File: src/rtl/instram_pkg.sv
// Shared definitions for the instruction-RAM write scheduler: address width,
// FSM state type and the RAM address wrap helper.
package instram_pkg;

    localparam int unsigned ADDR_W   = 15;
    localparam int unsigned ADR_BITS = 16;

    typedef enum logic [1:0] {
        IDLE,
        LOAD,
        DRAIN
    } state_t;

    // Keep the low 'aw' address bits and force the rest to zero, so every
    // address lands inside the RAM and the unused upper port bits stay 0.
    function automatic logic [ADR_BITS-1:0] addr_wrap(
        input logic [ADR_BITS-1:0] adr,
        input int unsigned         aw
    );
        logic [ADR_BITS-1:0] r;
        r = '0;
        for (int unsigned i = 0; i < ADR_BITS; i++) begin
            if (i < aw) begin
                r[i] = adr[i];
            end
        end
        return r;
    endfunction

endpackage

File: src/rtl/instram_wr_hold.sv
// One-entry CPU write hold register. Captures a CPU write only while the CPU
// is allowed to write, flags (sticky) any write attempted while held off.
module instram_wr_hold
    import instram_pkg::*;
#(
    parameter int unsigned ADR_BITS = instram_pkg::ADR_BITS
) (
    input  logic                clk,
    input  logic                reset_n,
    input  logic                cpu_we,
    input  logic [ADR_BITS-1:0] cpu_adr,
    input  logic [7:0]          cpu_data,
    input  logic                cpu_wait_n,
    input  logic                pop,
    output logic                full,
    output logic                full_next,
    output logic [ADR_BITS-1:0] hold_adr,
    output logic [7:0]          hold_data,
    output logic                cpu_err
);

    logic capture;
    logic violate;

    // Accepted CPU writes and dropped (protocol-violating) writes
    always_comb begin
        capture   = cpu_we && cpu_wait_n;
        violate   = cpu_we && !cpu_wait_n;
        full_next = capture || (full && !pop);
    end

    // Hold register contents, full flag and sticky error flag
    always_ff @(posedge clk) begin
        if (!reset_n) begin
            full      <= 1'b0;
            hold_adr  <= '0;
            hold_data <= '0;
            cpu_err   <= 1'b0;
        end else begin
            full <= full_next;
            if (capture) begin
                hold_adr  <= cpu_adr;
                hold_data <= cpu_data;
            end
            if (violate) begin
                cpu_err <= 1'b1;
            end
        end
    end

endmodule

File: src/rtl/instram_wr_sched.sv
// Instruction RAM write-port scheduler: shares the RAM write port between a
// byte-stream loader and CPU single writes, sequences bulk loads from a base
// address and drives the RAM with data leading address/select by one cycle.
module instram_wr_sched
    import instram_pkg::*;
#(
    parameter int unsigned ADDR_W   = instram_pkg::ADDR_W,
    parameter int unsigned ADR_BITS = instram_pkg::ADR_BITS
) (
    input  logic                clk,
    input  logic                reset_n,
    input  logic                ld_start,
    input  logic [ADR_BITS-1:0] ld_base,
    input  logic [ADR_BITS-1:0] ld_len,
    input  logic                ld_valid,
    input  logic [7:0]          ld_data,
    output logic                ld_ready,
    output logic                ld_busy,
    output logic                ld_done,
    input  logic                cpu_we,
    input  logic [ADR_BITS-1:0] cpu_adr,
    input  logic [7:0]          cpu_data,
    output logic                cpu_wait_n,
    output logic                cpu_err,
    output logic [ADR_BITS-1:0] ram_adr_w,
    output logic [7:0]          ram_data,
    output logic                ram_rwn,
    output logic                ram_cs
);

    state_t              state_q;
    state_t              state_d;
    logic [ADR_BITS-1:0] base_q;
    logic [ADR_BITS-1:0] base_d;
    logic [ADR_BITS-1:0] len_q;
    logic [ADR_BITS-1:0] len_d;
    logic [ADR_BITS-1:0] cnt_q;
    logic [ADR_BITS-1:0] cnt_d;
    logic                done_d;
    logic                ld_acc;

    logic                issue;
    logic [ADR_BITS-1:0] issue_adr;
    logic [7:0]          issue_data;

    logic                s0_valid_q;
    logic [ADR_BITS-1:0] s0_adr_q;

    logic                hold_full;
    logic                hold_full_next;
    logic                hold_pop;
    logic [ADR_BITS-1:0] hold_adr;
    logic [7:0]          hold_data;

    instram_wr_hold #(
        .ADR_BITS(ADR_BITS)
    ) u_hold (
        .clk       (clk),
        .reset_n   (reset_n),
        .cpu_we    (cpu_we),
        .cpu_adr   (cpu_adr),
        .cpu_data  (cpu_data),
        .cpu_wait_n(cpu_wait_n),
        .pop       (hold_pop),
        .full      (hold_full),
        .full_next (hold_full_next),
        .hold_adr  (hold_adr),
        .hold_data (hold_data),
        .cpu_err   (cpu_err)
    );

    // Next-state, issue-slot arbitration and load sequencing
    always_comb begin
        state_d    = state_q;
        base_d     = base_q;
        len_d      = len_q;
        cnt_d      = cnt_q;
        done_d     = 1'b0;
        ld_acc     = 1'b0;
        issue      = 1'b0;
        issue_adr  = '0;
        issue_data = '0;
        hold_pop   = 1'b0;

        // A full hold register always takes the slot; ld_ready is already
        // low in that cycle, so the loader cannot collide with it.
        if (hold_full) begin
            issue      = 1'b1;
            issue_adr  = addr_wrap(hold_adr, ADDR_W);
            issue_data = hold_data;
            hold_pop   = 1'b1;
        end

        unique case (state_q)
            IDLE: begin
                if (ld_start) begin
                    if (ld_len != '0) begin
                        base_d  = ld_base;
                        len_d   = ld_len;
                        cnt_d   = '0;
                        state_d = LOAD;
                    end else begin
                        done_d = 1'b1;
                    end
                end
            end
            LOAD: begin
                ld_acc = ld_valid && ld_ready && !hold_full;
                if (ld_acc) begin
                    issue      = 1'b1;
                    issue_adr  = addr_wrap(base_q + cnt_q, ADDR_W);
                    issue_data = ld_data;
                    cnt_d      = cnt_q + 1'b1;
                    if (cnt_q == len_q - 1'b1) begin
                        state_d = DRAIN;
                    end
                end
            end
            DRAIN: begin
                // Once S0 is empty the last write is sitting in S1 this
                // cycle, so the done pulse lands right after its ram_cs cycle.
                if (!s0_valid_q) begin
                    state_d = IDLE;
                    done_d  = 1'b1;
                end
            end
            default: begin
                state_d = IDLE;
            end
        endcase
    end

    // FSM state, load descriptor and byte counter
    always_ff @(posedge clk) begin
        if (!reset_n) begin
            state_q <= IDLE;
            base_q  <= '0;
            len_q   <= '0;
            cnt_q   <= '0;
        end else begin
            state_q <= state_d;
            base_q  <= base_d;
            len_q   <= len_d;
            cnt_q   <= cnt_d;
        end
    end

    // Registered handshake and status outputs, derived from next-cycle state
    always_ff @(posedge clk) begin
        if (!reset_n) begin
            ld_ready   <= 1'b0;
            ld_busy    <= 1'b0;
            ld_done    <= 1'b0;
            cpu_wait_n <= 1'b1;
        end else begin
            ld_ready   <= (state_d == LOAD) && !hold_full_next;
            ld_busy    <= (state_d != IDLE);
            ld_done    <= done_d;
            cpu_wait_n <= (state_d == IDLE) && !hold_full_next;
        end
    end

    // Issue stage S0: write data goes to the RAM one cycle ahead of address
    always_ff @(posedge clk) begin
        if (!reset_n) begin
            s0_valid_q <= 1'b0;
            s0_adr_q   <= '0;
            ram_data   <= '0;
        end else begin
            s0_valid_q <= issue;
            if (issue) begin
                s0_adr_q <= issue_adr;
                ram_data <= issue_data;
            end
        end
    end

    // Issue stage S1: address, select and write strobe
    always_ff @(posedge clk) begin
        if (!reset_n) begin
            ram_adr_w <= '0;
            ram_cs    <= 1'b0;
            ram_rwn   <= 1'b1;
        end else begin
            ram_cs  <= s0_valid_q;
            ram_rwn <= !s0_valid_q;
            if (s0_valid_q) begin
                ram_adr_w <= s0_adr_q;
            end
        end
    end

endmodule
File: config.mk
export PLATFORM = sky130hd
export DESIGN_NAME = instram_wr_sched
export DESIGN_NICKNAME = d
export VERILOG_FILES = /design/src/rtl/instram_pkg.sv /design/src/rtl/instram_wr_hold.sv /design/src/rtl/instram_wr_sched.sv
export SDC_FILE = /design/constraint.sdc
export NUM_CORES = 1
export LEC_CHECK = 0
export CORE_MARGIN = 2
export CORE_UTILIZATION = 53
export DETAILED_ROUTE_END_ITERATION = 6
export GPL_TIMING_DRIVEN = 0
export PLACE_DENSITY_LB_ADDON = 0.12
export SLEW_MARGIN = 10
export SYNTH_ARGS = -nofsm -noshare
export SYNTH_HDL_FRONTEND = slang
export SYNTH_SLANG_ARGS = --single-unit
File: constraint.sdc
create_clock -name clk -period 3.2 [get_ports clk]
set_input_delay 0.8 -clock clk [delete_from_list [all_inputs] [get_ports clk]]
set_output_delay 0.8 -clock clk [all_outputs]
set_load 0.01 [all_outputs]
==> results of run 1 <==
synthesized netlist by cell type, types with 2 or more instances:
| master | number | share of area, % |
|---|---|---|
| inv_2 | 2 | 0.13 |
| o21bai_1 | 2 | 0.26 |
| a22oi_1 | 2 | 0.26 |
| nand2_1 | 133 | 8.7 |
| o211ai_1 | 3 | 0.39 |
| a21boi_0 | 2 | 0.26 |
| xor2_1 | 20 | 3.1 |
| and3_1 | 5 | 0.55 |
| a31oi_1 | 2 | 0.22 |
| nor2_1 | 78 | 5.1 |
| nand2b_1 | 4 | 0.44 |
| and2_1 | 4 | 0.44 |
| or2_2 | 2 | 0.22 |
| clkbuf_1 | 29 | 1.9 |
| inv_1 | 11 | 0.72 |
| buf_4 | 2 | 0.26 |
| nor4_1 | 11 | 1.2 |
| buf_1 | 2 | 0.13 |
| o21a_1 | 2 | 0.26 |
| o21ai_1 | 9 | 0.79 |
| ha_1 | 16 | 3.5 |
| a221oi_2 | 2 | 0.53 |
| nand4_1 | 6 | 0.66 |
| buf_6 | 2 | 0.39 |
| xnor2_1 | 20 | 3.1 |
| nor3_1 | 15 | 1.3 |
| o221ai_1 | 2 | 0.31 |
| nor3b_1 | 4 | 0.53 |
| a211oi_1 | 9 | 1.2 |
| o21ai_0 | 7 | 0.61 |
| nor2b_1 | 8 | 0.88 |
| dfxtp_1 | 119 | 42 |
| mux2i_1 | 27 | 4.7 |
| or3_1 | 4 | 0.44 |
| o211a_1 | 3 | 0.53 |
| nand3_1 | 14 | 1.2 |
| a21oi_1 | 91 | 8.0 |
per-stage QoR:
step / cell area [um^2] / setup WS (ps) / util (%)
3_5_place_dp: 6840 / 64.0 / 66.0
2_1_floorplan: 5710 / 957 / -
4_1_cts: 7360 / 597 / 71.0
5_1_grt: 7360 / 309 / 71.0
6_report: 7360 / 506 / 71.0
3_3_place_gp: 6840 / 137 / 66.0
worst paths after layout:
path                            slack, ps                          endpoint  cells past startpoint
worst max-delay path                  510             len_q[8]$_SDFFE_PN0P_                      8
worst min-delay path                  460  u_hold.hold_data[6]$_SDFFE_PN0P_                      2
worst max register to register        510         s0_adr_q[11]$_SDFFE_PN0P_                      8
worst min register to register        460  u_hold.hold_data[6]$_SDFFE_PN0P_                      2
cells by family (layout without fill, tap and decap cells):
| family | Yosys count | count (layout) | synth area share (%) |
|---|---|---|---|
| AND/OR/NAND/NOR | 298 | 298 | 23.7 |
| AO/OA/AOI/OAI | 148 | 148 | 15.5 |
| flip-flops | 119 | 119 | 41.7 |
| buffers and inverters | 51 | 174 | 4.27 |
| XOR/XNOR | 40 | 40 | 6.14 |
| multiplexers | 27 | 27 | 4.73 |
| adder cells (fa/ha/maj) | 17 | 17 | 3.86 |
| other | 1 | 1 | 0.0657 |
state kept, by name, summed over array words and instances, names as in the netlist:
name              flops
cpu_wait_n            1
s0_valid_q            1
u_hold.full           1
ld_done               1
ram_rwn               1
state_q               2
cnt_q                16
len_q                16
ram_adr_w            15
s0_adr_q             15
u_hold.hold_data      8
ram_cs                1
ld_ready              1
ld_busy               1
u_hold.hold_adr      15
u_hold.cpu_err        1
ram_data              8
base_q               15
power groups by stage:
stage	clock network (mW)	registers [mW]	logic [mW]
after CTS	1.72	1.60	0.497
after global placement	0	1.63	0.485
final	1.71	1.60	0.498
after global routing	1.80	1.61	0.545
after floorplan	0	1.62	0.297
after detailed placement	0	1.63	0.493
worst max-delay path, cell delays in order:
cell and delay (ps):
clkdlybuf4s50_1 430, nor4_1 590, nand4_1 320, nand2_2 180
buf_12 140, clkbuf_1 410, nand2_1 120, a21oi_1 160
layout make-up:
type                       count  area [um^2]
multi-input combinational    531         3080
fill                         865         3010
sequential                   119         2380
timing repair buffer          96          961
clock buffer                  23          477
buffer                        38          195
tap                          136          170
inverter                      13         48.8
clock inverter                 4         47.5
per-layer routing:
| metal | part of all wire (%) | vias to the layer above |
|---|---|---|
| met5 | 0 | - |
| met4 | 1.9 | 0 |
| met3 | 7.8 | 34 |
| met2 | 46 | 200 |
| met1 | 44 | 2573 |
| li1 | - | 2643 |
==> results.json, run 1 <==
{
  "path_max_fanout": 10,
  "p_seq_share_pct": 42.1,
  "relSlewSlack_pct": 43.6,
  "fin_skew_ps": 7.96,
  "power_switching_mw": 0.946,
  "vdd_drop_max_mv": 0.380,
  "fp.dieArea_um2": 11600,
  "portBuffers": 96,
  "viasPerCell": 5.68,
  "grt_setup_unrepaired": "false",
  "vias": 5450,
  "fin_tns_setup_ps": 0,
  "cp-startpoint": "ld_len[15]",
  "grt_max_degree": 17,
  "dp_hpwl_mm": 11.9,
  "hold_viol": 0,
  "critPathCaptureType": "register",
  "drt-total-wl_mm": 15.9,
  "core_um2": 10400,
  "ys_seq_area_share_pct": 41.7,
  "met3_usage_pct": 6.66,
  "final_cells": 960,
  "final_nets": 902,
  "initial_utilization_pct": 55.0,
  "antenna_found_initial": 0,
  "grt_pass1_wl_mm": 25.5,
  "clock_path_buffers": 2,
  "holdBufCountCts": 0,
  "insertion_delay_ps": 530,
  "cts_resized": 0,
  "slew_viol_final": 0,
  "avgSynthCellArea_um2": 8.14,
  "gp_congestion": 0.904,
  "cts_tree": "built",
  "internal_power_mw": 2.87,
  "ios": 100,
  "dp_cells": 933,
  "grt_overflow": 0,
  "synth_nets": 787,
  "hold_slack_ps": 457,
  "combPwrFrac_pct": 13.1,
  "synthesis.area_um2": 5710,
  "cap_violations": 0,
  "firstDrtPassIters": 5,
  "grt_pass1_vias": 5183,
  "start_kind": "primary input",
  "gr-usage-met2_pct": 45.0,
  "ant_nets": 0,
  "drc": 0,
  "p_clk_share_pct": 44.9,
  "drive_above_1_share_pct": 5.70,
  "worstSetupPathType": "in -> reg",
  "busiest_layer": "met2",
  "finalCritPeriodShare_pct": 84.2,
  "synthArstFlopShare_pct": 0,
  "hold_class": "reg -> reg",
  "ys_types": 64,
  "cts_setup_buffers": 0,
  "cts-root-buf": "clkbuf_8",
  "p_leak_nw": 2.87,
  "power.total_mw": 3.81,
  "status": "finished, final reports clean",
  "drt_iter0_drc": 301,
  "worst_pin_slew_ps": 842,
  "r2r-start": "cnt_q[1]$_SDFFE_PN0P_",
  "arrival_ps": 3150,
  "clk_pin_slew_ps": 60,
  "wire_per_inst_um": 16.6,
  "cp.required_ps": 3650,
  "syn_to_final_growth_pct": 29.0,
  "die_w_um": 108,
  "p_sw_share_pct": 24.8,
  "holdCritStartpoint": "u_hold.hold_data[6]$_SDFFE_PN0P_",
  "synth_edf_count": 0,
  "final_common_cell": "nand2_1",
  "numCtsBuffers": 17,
  "htreeDepth": 4,
  "ys_seq_elements": 119,
  "fp.dieH_um": 108,
  "yosysWarnings": 0,
  "setup_viol": 0,
  "synthCells": 701,
  "max_freq_ghz": 0.371,
  "min_period_ps": 2690,
  "most-common-layout-cells": "nand2_1, dfxtp_1, clkdlybuf4s50_1",
  "n_antenna_cell": 0,
  "clock-sinks": 119,
  "grt.total_usage_pct": 28.5,
  "grt_use_met1_pct": 38.1,
  "synth_flop_cell": "dfxtp_1",
  "rows": 37,
  "power_density_nw_per_um2": 518
}
Note: power is estimated with default switching activity, not from simulation.
==> run 2: changes to the inputs <==
- clock period: 3.2 -> 2.65 ns (I/O delays scaled with it)
==> results.json, run 2 (synthesis gave the netlist of run 1 again) <==
{
  "rows": 37,
  "hold_viol": 0,
  "final_common_cell": "nand2_1",
  "dp_slack_ps": -349,
  "arrival_ps": 2920,
  "grt_pass1_wl_mm": 25.5,
  "dp_cells": 933,
  "cp.required_ps": 3060,
  "ios": 100,
  "insertion_delay_ps": 530,
  "place_area_um2": 6840,
  "finalCritPeriodShare_pct": 94.7,
  "fp.dieH_um": 108,
  "fin_ws_ps": 141,
  "critPathCaptureType": "register",
  "most-common-layout-cells": "nand2_1, dfxtp_1, clkdlybuf4s50_1",
  "largestRegisters": "cnt_q (16), len_q (16)",
  "wire_per_inst_um": 16.7,
  "numCtsBuffers": 17,
  "antenna_found_initial": 0,
  "n_antenna_cell": 0,
  "fin_area_um2": 7400,
  "ant_nets": 0,
  "setup_viol": 0,
  "firstDrtPassIters": 5,
  "dp_hpwl_mm": 11.9,
  "fp.dieArea_um2": 11600,
  "clock_path_buffers": 2,
  "drt_iter0_drc": 323,
  "portBuffers": 96,
  "worstSetupPathType": "reg -> reg",
  "cap_violations": 0,
  "grt_pass1_vias": 5183,
  "power_density_nw_per_um2": 623,
  "final_util_pct": 71.4,
  "fin_skew_ps": 7.67,
  "viasPerCell": 5.66,
  "fin_tns_setup_ps": 0,
  "grt_max_degree": 17,
  "syn_to_final_growth_pct": 29.7,
  "drive_above_1_share_pct": 6.55,
  "final_cells": 960,
  "cts-root-buf": "clkbuf_8",
  "cts_tree": "built",
  "worst_pin_slew_ps": 851,
  "status": "finished, final reports clean",
  "relSlewSlack_pct": 42.9,
  "min_period_ps": 2510,
  "final_nets": 902,
  "slew_viol_final": 0,
  "die_w_um": 108,
  "drt-total-wl_mm": 16.0,
  "gp_congestion": 0.904,
  "path_max_fanout": 6,
  "p_leak_nw": 2.88,
  "power.total_mw": 4.61,
  "grt_overflow": 0,
  "hold_class": "reg -> reg",
  "drc": 0,
  "max_freq_ghz": 0.399,
  "vdd_drop_max_mv": 0.463,
  "holdBufCountCts": 0,
  "htreeDepth": 4,
  "initial_utilization_pct": 55.0,
  "start_kind": "register",
  "clock-sinks": 119,
  "vias": 5438,
  "grt.total_usage_pct": 28.5,
  "core_um2": 10400,
  "clk_pin_slew_ps": 50,
  "hold_slack_ps": 456
}
==> run 2: what timing repair did <==
action                     in CTS  in global routing
buffers inserted                0                  0
gates resized for setup         0                  8
setup endpoints to repair       0                 33
==> run 2: worst max-delay path, cell delays in order (launching register included) <==
cell and delay [ps]:
dfxtp_2 400, ha_1 230, inv_1 70, fa_1 400
nor2b_2 180, o31a_1 190, o41a_1 210, nand4_1 200
a31oi_2 200, nor2_1 70, a311o_1 260
==> run 2: path summary, 6_finish.rpt <==
kind         slack (ps)  depth (start not counted)                                to                             start
min                 460                          2  u_hold.hold_data[6]$_SDFFE_PN0P_  u_hold.hold_data[6]$_SDFFE_PN0P_
min reg2reg         460                          2  u_hold.hold_data[6]$_SDFFE_PN0P_  u_hold.hold_data[6]$_SDFFE_PN0P_
max                 140                         10         s0_adr_q[14]$_SDFFE_PN0P_             cnt_q[0]$_SDFFE_PN0P_
max reg2reg         140                         10         s0_adr_q[14]$_SDFFE_PN0P_             cnt_q[0]$_SDFFE_PN0P_
==> run 2: cell type report <==
type | count | area (um^2)
Tap cell | 136 | 170
Sequential cell | 119 | 2380
Buffer | 38 | 195
Clock inverter | 4 | 47.5
Multi-Input combinational cell | 531 | 3120
Inverter | 13 | 48.8
Clock buffer | 23 | 477
Timing Repair Buffer | 96 | 961
Fill cell | 859 | 2970
==> run 2: metal layers <==
metal / vias to the layer above / wire, um / track usage, %
met2: 195 / 7420 / 45.0
met4: 0 / 264 / 10.3
met1: 2565 / 7130 / 38.1
li1: 2652 / - / -
met3: 26 / 1170 / 6.66
met5: - / 0 / 0
==> run 2: where the power goes <==
group	switching (mW)	total, mW	internal [mW]
clock	0.755	2.07	1.31
sequential	0.0658	1.94	1.87
combinational	0.323	0.606	0.283
